==> src/rtl/sha0_digest_serializer.sv <==
// Captures a 160-bit SHA-0 digest and streams it MSB-first over a valid/ready byte port,
// either as raw bytes or as lowercase ASCII hex, optionally terminated by a newline.
module sha0_digest_serializer #(
    parameter bit HEX_ASCII = 1'b1,
    parameter bit APPEND_NL = 1'b1
) (
    input  logic        clk,
    input  logic        rst,
    input  logic        digest_valid,
    input  logic [31:0] digest0,
    input  logic [31:0] digest1,
    input  logic [31:0] digest2,
    input  logic [31:0] digest3,
    input  logic [31:0] digest4,
    output logic        out_valid,
    output logic [7:0]  out_data,
    output logic        out_last,
    input  logic        out_ready,
    output logic        busy,
    output logic        done,
    output logic        drop_err
);

    localparam logic [1:0] S_IDLE = 2'd0;
    localparam logic [1:0] S_EMIT = 2'd1;
    localparam logic [1:0] S_NL   = 2'd2;

    localparam logic [5:0] LAST_IDX = HEX_ASCII ? 6'd39 : 6'd19;

    logic [1:0]   state_q, state_d;
    logic [5:0]   idx_q, idx_d;
    logic [159:0] dreg_q, dreg_d;
    logic         done_q, done_d;
    logic         drop_q, drop_d;

    logic         hs;
    logic         at_last_dig;
    logic [7:0]   nib_pos;
    logic [7:0]   byte_pos;
    logic [3:0]   nib;
    logic [7:0]   raw_byte;
    logic [7:0]   hex_char;

    assign hs          = out_valid && out_ready;
    assign at_last_dig = (idx_q == LAST_IDX);

    // Bit positions of the current nibble/byte, counted down from the MSB of H0.
    assign nib_pos  = 8'd159 - {idx_q, 2'b00};
    assign byte_pos = 8'd159 - {idx_q[4:0], 3'b000};
    assign nib      = dreg_q[nib_pos -: 4];
    assign raw_byte = dreg_q[byte_pos -: 8];
    assign hex_char = (nib < 4'd10) ? (8'h30 + {4'h0, nib}) : (8'h57 + {4'h0, nib});

    always_comb begin
        state_d = state_q;
        idx_d   = idx_q;
        dreg_d  = dreg_q;
        done_d  = 1'b0;
        drop_d  = drop_q;
        case (state_q)
            S_IDLE: begin
                if (digest_valid) begin
                    dreg_d  = {digest0, digest1, digest2, digest3, digest4};
                    idx_d   = 6'd0;
                    state_d = S_EMIT;
                end
            end
            S_EMIT: begin
                if (hs) begin
                    if (at_last_dig) begin
                        if (APPEND_NL) begin
                            state_d = S_NL;
                        end else begin
                            state_d = S_IDLE;
                            done_d  = 1'b1;
                        end
                    end else begin
                        idx_d = idx_q + 6'd1;
                    end
                end
            end
            S_NL: begin
                if (hs) begin
                    state_d = S_IDLE;
                    done_d  = 1'b1;
                end
            end
            default: state_d = S_IDLE;
        endcase
        // A new digest arriving while a record is in flight is lost; flag it.
        if (digest_valid && (state_q != S_IDLE)) begin
            drop_d = 1'b1;
        end
    end

    always_ff @(posedge clk or posedge rst) begin
        if (rst) begin
            state_q <= S_IDLE;
            idx_q   <= 6'd0;
            dreg_q  <= 160'd0;
            done_q  <= 1'b0;
            drop_q  <= 1'b0;
        end else begin
            state_q <= state_d;
            idx_q   <= idx_d;
            dreg_q  <= dreg_d;
            done_q  <= done_d;
            drop_q  <= drop_d;
        end
    end

    // Outputs decode the registered state only, so reset drops them at once.
    always_comb begin
        out_valid = (state_q == S_EMIT) || (state_q == S_NL);
        out_last  = (state_q == S_NL) ||
                    ((state_q == S_EMIT) && at_last_dig && !APPEND_NL);
        case (state_q)
            S_EMIT:  out_data = HEX_ASCII ? hex_char : raw_byte;
            S_NL:    out_data = 8'h0A;
            default: out_data = 8'h00;
        endcase
    end

    assign busy     = out_valid;
    assign done     = done_q;
    assign drop_err = drop_q;

endmodule

==> config.mk <==
export PLATFORM = sky130hd
export DESIGN_NAME = sha0_digest_serializer
export DESIGN_NICKNAME = d
export VERILOG_FILES = /design/src/rtl/sha0_digest_serializer.sv
export SDC_FILE = /design/constraint.sdc
export NUM_CORES = 1
export LEC_CHECK = 0
export BUFFER_PORTS_ARGS = -buffer_cell sky130_fd_sc_hd__buf_4
export CAP_MARGIN = 10
export CORE_MARGIN = 2
export CORE_UTILIZATION = 25
export CTS_CLUSTER_DIAMETER = 100
export DETAILED_ROUTE_END_ITERATION = 16
export SLEW_MARGIN = 20
export SYNTH_ARGS = -nofsm -noshare
export SYNTH_HDL_FRONTEND = slang
export SYNTH_SLANG_ARGS = --single-unit
==> constraint.sdc <==
create_clock -name clk -period 9.7 [get_ports clk]
set_clock_uncertainty 0.15 [all_clocks]
set_input_delay 2.91 -clock clk [delete_from_list [all_inputs] [get_ports clk]]
set_output_delay 2.91 -clock clk [all_outputs]
set_load 0.005 [all_outputs]
; After elaboration in Yosys (flattened, before gate mapping)
; Index checks and enable logic that the tools add are counted.
[totals]
register_bits = 170
latchBits = 0
mem_bits_rw = 0
rom_bits = 0
inputBits = 164
wordCells = 41
n_memories = 0
[op_classes]
n_addsub = 4
mul = 0
n_div = 0
n_lt_le_gt_ge = 1
eq_ne = 8
shifts = 1
muxes = 13
bitwise = 0
reduce_logical = 9
[op_table]
columns = op, n
row1 = variable part select 163 x 9 -> 4 bit, 1
row2 = two-way mux 6 bit, 3
row3 = one-hot mux 8 bit (2 select lines), 1
row4 = one-hot mux 6 bit (2 select lines), 1
row5 = "adder 7 x 4 -> 8 bit, first input constant", 1
row6 = two-way mux 2 bit, 4
row7 = two-way mux 8 bit, 1
row8 = "!= test 2 bit, second input constant", 4
row9 = AND reduction 4 bit, 2
row10 = "subtractor 8 bit, first input constant", 1
row11 = "adder 6 x 4 -> 7 bit, first input constant", 1
row12 = "adder 6 x 1 -> 6 bit, second input constant", 1
row13 = "== test 6 bit, second input constant", 1
row14 = one-hot mux 2 bit (3 select lines), 1
row15 = "< comparator 4 bit, second input constant", 1
row16 = nonzero test 2 bit, 2
row17 = "== test 2 x 1 -> 1 bit, second input constant", 1
row18 = "== test 2 bit, second input constant", 1
row19 = logical AND 1 bit, 2
row20 = logical NOT 2 bit, 1
row21 = two-way mux 1 bit, 2
row22 = "!= test 2 x 1 -> 1 bit, second input constant", 1
row23 = AND reduction 2 bit, 1
row24 = logical OR 1 bit, 1

; Logic depth before layout (Yosys ltp)
[depth]
ltp_word = 5
ltp_mapped = 10

; Worst setup path after synthesis
; No wires, ideal clock.
[synth_timing]
kind = reg2out
from = reg idx_q[0]
to = out out_data[1]
t_arrival_ns = 2.476
required_ns = 6.640
setup_slack_ns = 4.164
path_stages_with_launch = 10
path_cell_list = dfrtp_1 buf_6 buf_2 mux4_2 mux2i_1 nor2_1 o41ai_1 ha_1 a21oi_1 a22o_1
[synth_via]
elab_chain_cells = 5
[synth_lines]
columns = item, line
row1 = from (decl), 31  ; logic [5:0] idx_q, idx_d;
row2 = from (signal assigned), 105  ; idx_q <= idx_d;
row3 = subtractor 8 bit *, 48  ; assign nib_pos = 8'd159 - {idx_q, 2'b00};
row4 = variable part select 163 x 9 -> 4 bit *, 50  ; assign nib = dreg_q[nib_pos -: 4];
row5 = "adder 7 x 4 -> 8 bit, or another cell as far along", 52  ; assign hex_char = (nib < 4'd10) ? (8'h30 + {4'h0, nib}) : (8'h57 + {4'h0, nib});
row6 = two-way mux 8 bit *, 52
row7 = one-hot mux 8 bit (2 select lines) *, 117  ; case (state_q)
row8 = to (decl), 16  ; output logic [7:0] out_data,
; Mark *: on every way between the ends. The rest lies on a longest branch, timed or not.

; Worst setup path after layout
; Ends and elaborated chain as after synthesis.

==> reports/results.tsv <==
metric	value	unit
post-synthesis cell area	0.00793	sq mm
H-tree Lvls	4	
Synth Area in Adders	0.0110	
Slew @ Worst Pin	0.860	ns
R2R Setup Slk	6.61	ns
PortBufs	175	
DR vias	5031	
post_cts resized	0	
Starting Density	0.253	
distinct cell type count after synthesis	43	
pin count of the biggest net entering global routing	110	
setup_tns	0	ns
Post-synth EDFFs	0	
Min Hold Slack	0.322	ns
first-pass GRT wire length	32400	microns
Arrival @ worst endpoint	3.96	ns
CP max FO	31	
share of layout cells above drive strength 1	0.592	
CTS clock-pin slew for the worst setup and hold paths	0.07	ns
WS Path Type	register to primary output	
Die H	182	microns
XOR/XNOR Fraction of Synth Area	0.00663	
Final Cycle Share	0.724	
Core Box Area	0.0314	sq mm
max_slew headroom	0.427	
multiplexer area fraction after synthesis	0.353	
leak pwr	0.00448	uW
Synth Area in Simple Gates	0.0336	
vias per inst	4.52	
Synth area leaders	dfrtp_1 (54%), mux2_2 (23%), mux4_2 (11%), mux2i_1 (1.4%), ha_1 (1.1%)	
global route overflow	0	
Setup Buffers After CTS	0	
Worst setup SP type	register	
Hold WC Path Type	register to register	
CTS tree	done	
Nets	869	
Worst setup endpoint	out_data[1]	
f_max	142	MHz
Area growth syn-to-layout	29.7	%
clk buf depth	2	
Post-DRT Antenna Nets	0	
initial antenna violation count	2	
Synth Area in Compound Gates	0.0358	
Worst setup startpoint	idx_q[0]$_DFFE_PP0P_	
Clk Latency, worst-skew pair	0.42	ns
MaxCap Viol Count	0	
Worst VDD drop	0.123	mV
Sink Count	170	
GPL Wtd Cong	0.791	
cells on worst reg2reg path	8	
Seq cells post-synth	170	
pins over their slew limit	0	
Most used DFF post-synth	dfrtp_1	
top-area cell type share of the netlist area	0.536	
Global Route Usage Sum	0.130	
Syn Area/Cell	15.0	sq um
hpwl dp	15200	microns
YS warnings	0	
outcome	complete, no violations	
register area share after synthesis	0.536	
Tmin final	7.02	ns
WL per Instance	18.8	microns
Mapped Nets	701	
worst reg2reg path startpoint	idx_q[0]$_DFFE_PP0P_	
# rows	65	
Die Area	0.0332	sq mm
clock root buffer	clkbuf_16	
R2R Path End	idx_q[4]$_DFFE_PP0P_	
Mapped Cells	530	
main combinational cell family by area after synthesis	multiplexers	
Hold Buf Count CTS	0	
drt drc	0	
# IOs	177	
Synth area leader	dfrtp_1	
Num CTS Buffers	17	
Final setup viols	0	
Setup crit end kind	primary output	
most common cell in the netlist	dfrtp_1	
Die X	182	microns
vias in the first global route	5360	
final hold violations	0	
final wirelength	20900	microns
fraction of registers with async set/reset	1.00	
DR iter-0 viols	212	
drt pass-1 iters	4	
CP Data Required Time	6.64	ns
RSZ-0062 raised after global routing	no	
Pwr per Cell Area	321	mW/mm^2
top cells by instance count after synthesis	dfrtp_1 (170), mux2_2 (163), mux4_2 (38)	
==> placed cells by master (no fill, tap or decap), types with 6 or more instances in the layout <==
cell type and n:
a21oi_1 6, a22oi_1 9, buf_4 180, clkbuf_16 17
dfrtp_1 168, ha_1 7, inv_1 9, mux2_2 163
mux2i_1 11, mux4_2 38, nand2_1 20, nor2_1 12
==> registers in the layout, summed over array words and instances, names as in the netlist <==
name	flops
state_q	2
done	1
idx_q	6
dreg_q	160
drop_err	1
==> kinds of logic after synthesis <==
family,Yosys count
muxes,212
AOI/OAI and AO/OA,37
xor gates and xnor gates,6
buffers and inverters,41
adders and majority gates,7
and+or+nand+nor,56
DFF,170
other,1
==> routing by layer <==
metal  up-vias  share of wire  track usage
li1       2308              -            -
met1      2589           0.46        0.178
met2       125           0.47        0.204
met3         7          0.062       0.0427
met4         2         0.0058       0.0252
met5         -        0.00076            0
==> cell type report <==
cell class | instances | area (sq um)
inverters | 10 | 45.0
clock buffers | 18 | 439
repair buffers | 180 | 1350
diodes | 1 | 2.50
fillers | 3155 | 21100
flip-flops and latches | 170 | 4260
well taps | 402 | 503
clock inverters | 14 | 183
multi-input cells | 319 | 3500
==> critical path, stage by stage (launching register included) <==
cell,delay [ns]
dfrtp_4,0.64
buf_4,0.57
mux4_2,0.57
or2_2,0.28
a32o_1,0.25
a311oi_4,0.39
ha_1,0.30
a21oi_1,0.15
a22o_1,0.22
buf_4,0.14
==> worst min-delay path by stage <==
stage,startpoint,endpoint,slack (ns),depth (start not counted)
after global placement,drop_err$_DFFE_PP0P_,drop_err$_DFFE_PP0P_,0.30,1
after detailed placement,drop_err$_DFFE_PP0P_,drop_err$_DFFE_PP0P_,0.31,1
after CTS,drop_err$_DFFE_PP0P_,drop_err$_DFFE_PP0P_,0.32,1
after floorplan,drop_err$_DFFE_PP0P_,drop_err$_DFFE_PP0P_,0.30,1
after global routing,drop_err$_DFFE_PP0P_,drop_err$_DFFE_PP0P_,0.36,1
final,drop_err$_DFFE_PP0P_,drop_err$_DFFE_PP0P_,0.32,1
==> where the power goes <==
part	internal [uW]	switching [uW]	total, uW	leakage (uW)
Combinational	757	543	1300	0.00218
Clock	419	313	732	0.000300
Sequential	1070	208	1270	0.00201
Total	2240	1060	3310	0.00448
==> stage by stage <==
step	util	total power (uW)	instance area (sq um)	setup WS, ns	instances
floorplan	-	2210	7930	2.04	530
global placement	0.308	2590	9660	3.09	1081
detailed placement	0.308	2620	9660	3.08	1081
CTS	0.328	3360	10300	2.61	1113
global route	0.328	3530	10300	2.43	1113
finish	0.328	3310	10300	2.68	1114
Power figures use the tool's default switching activity.
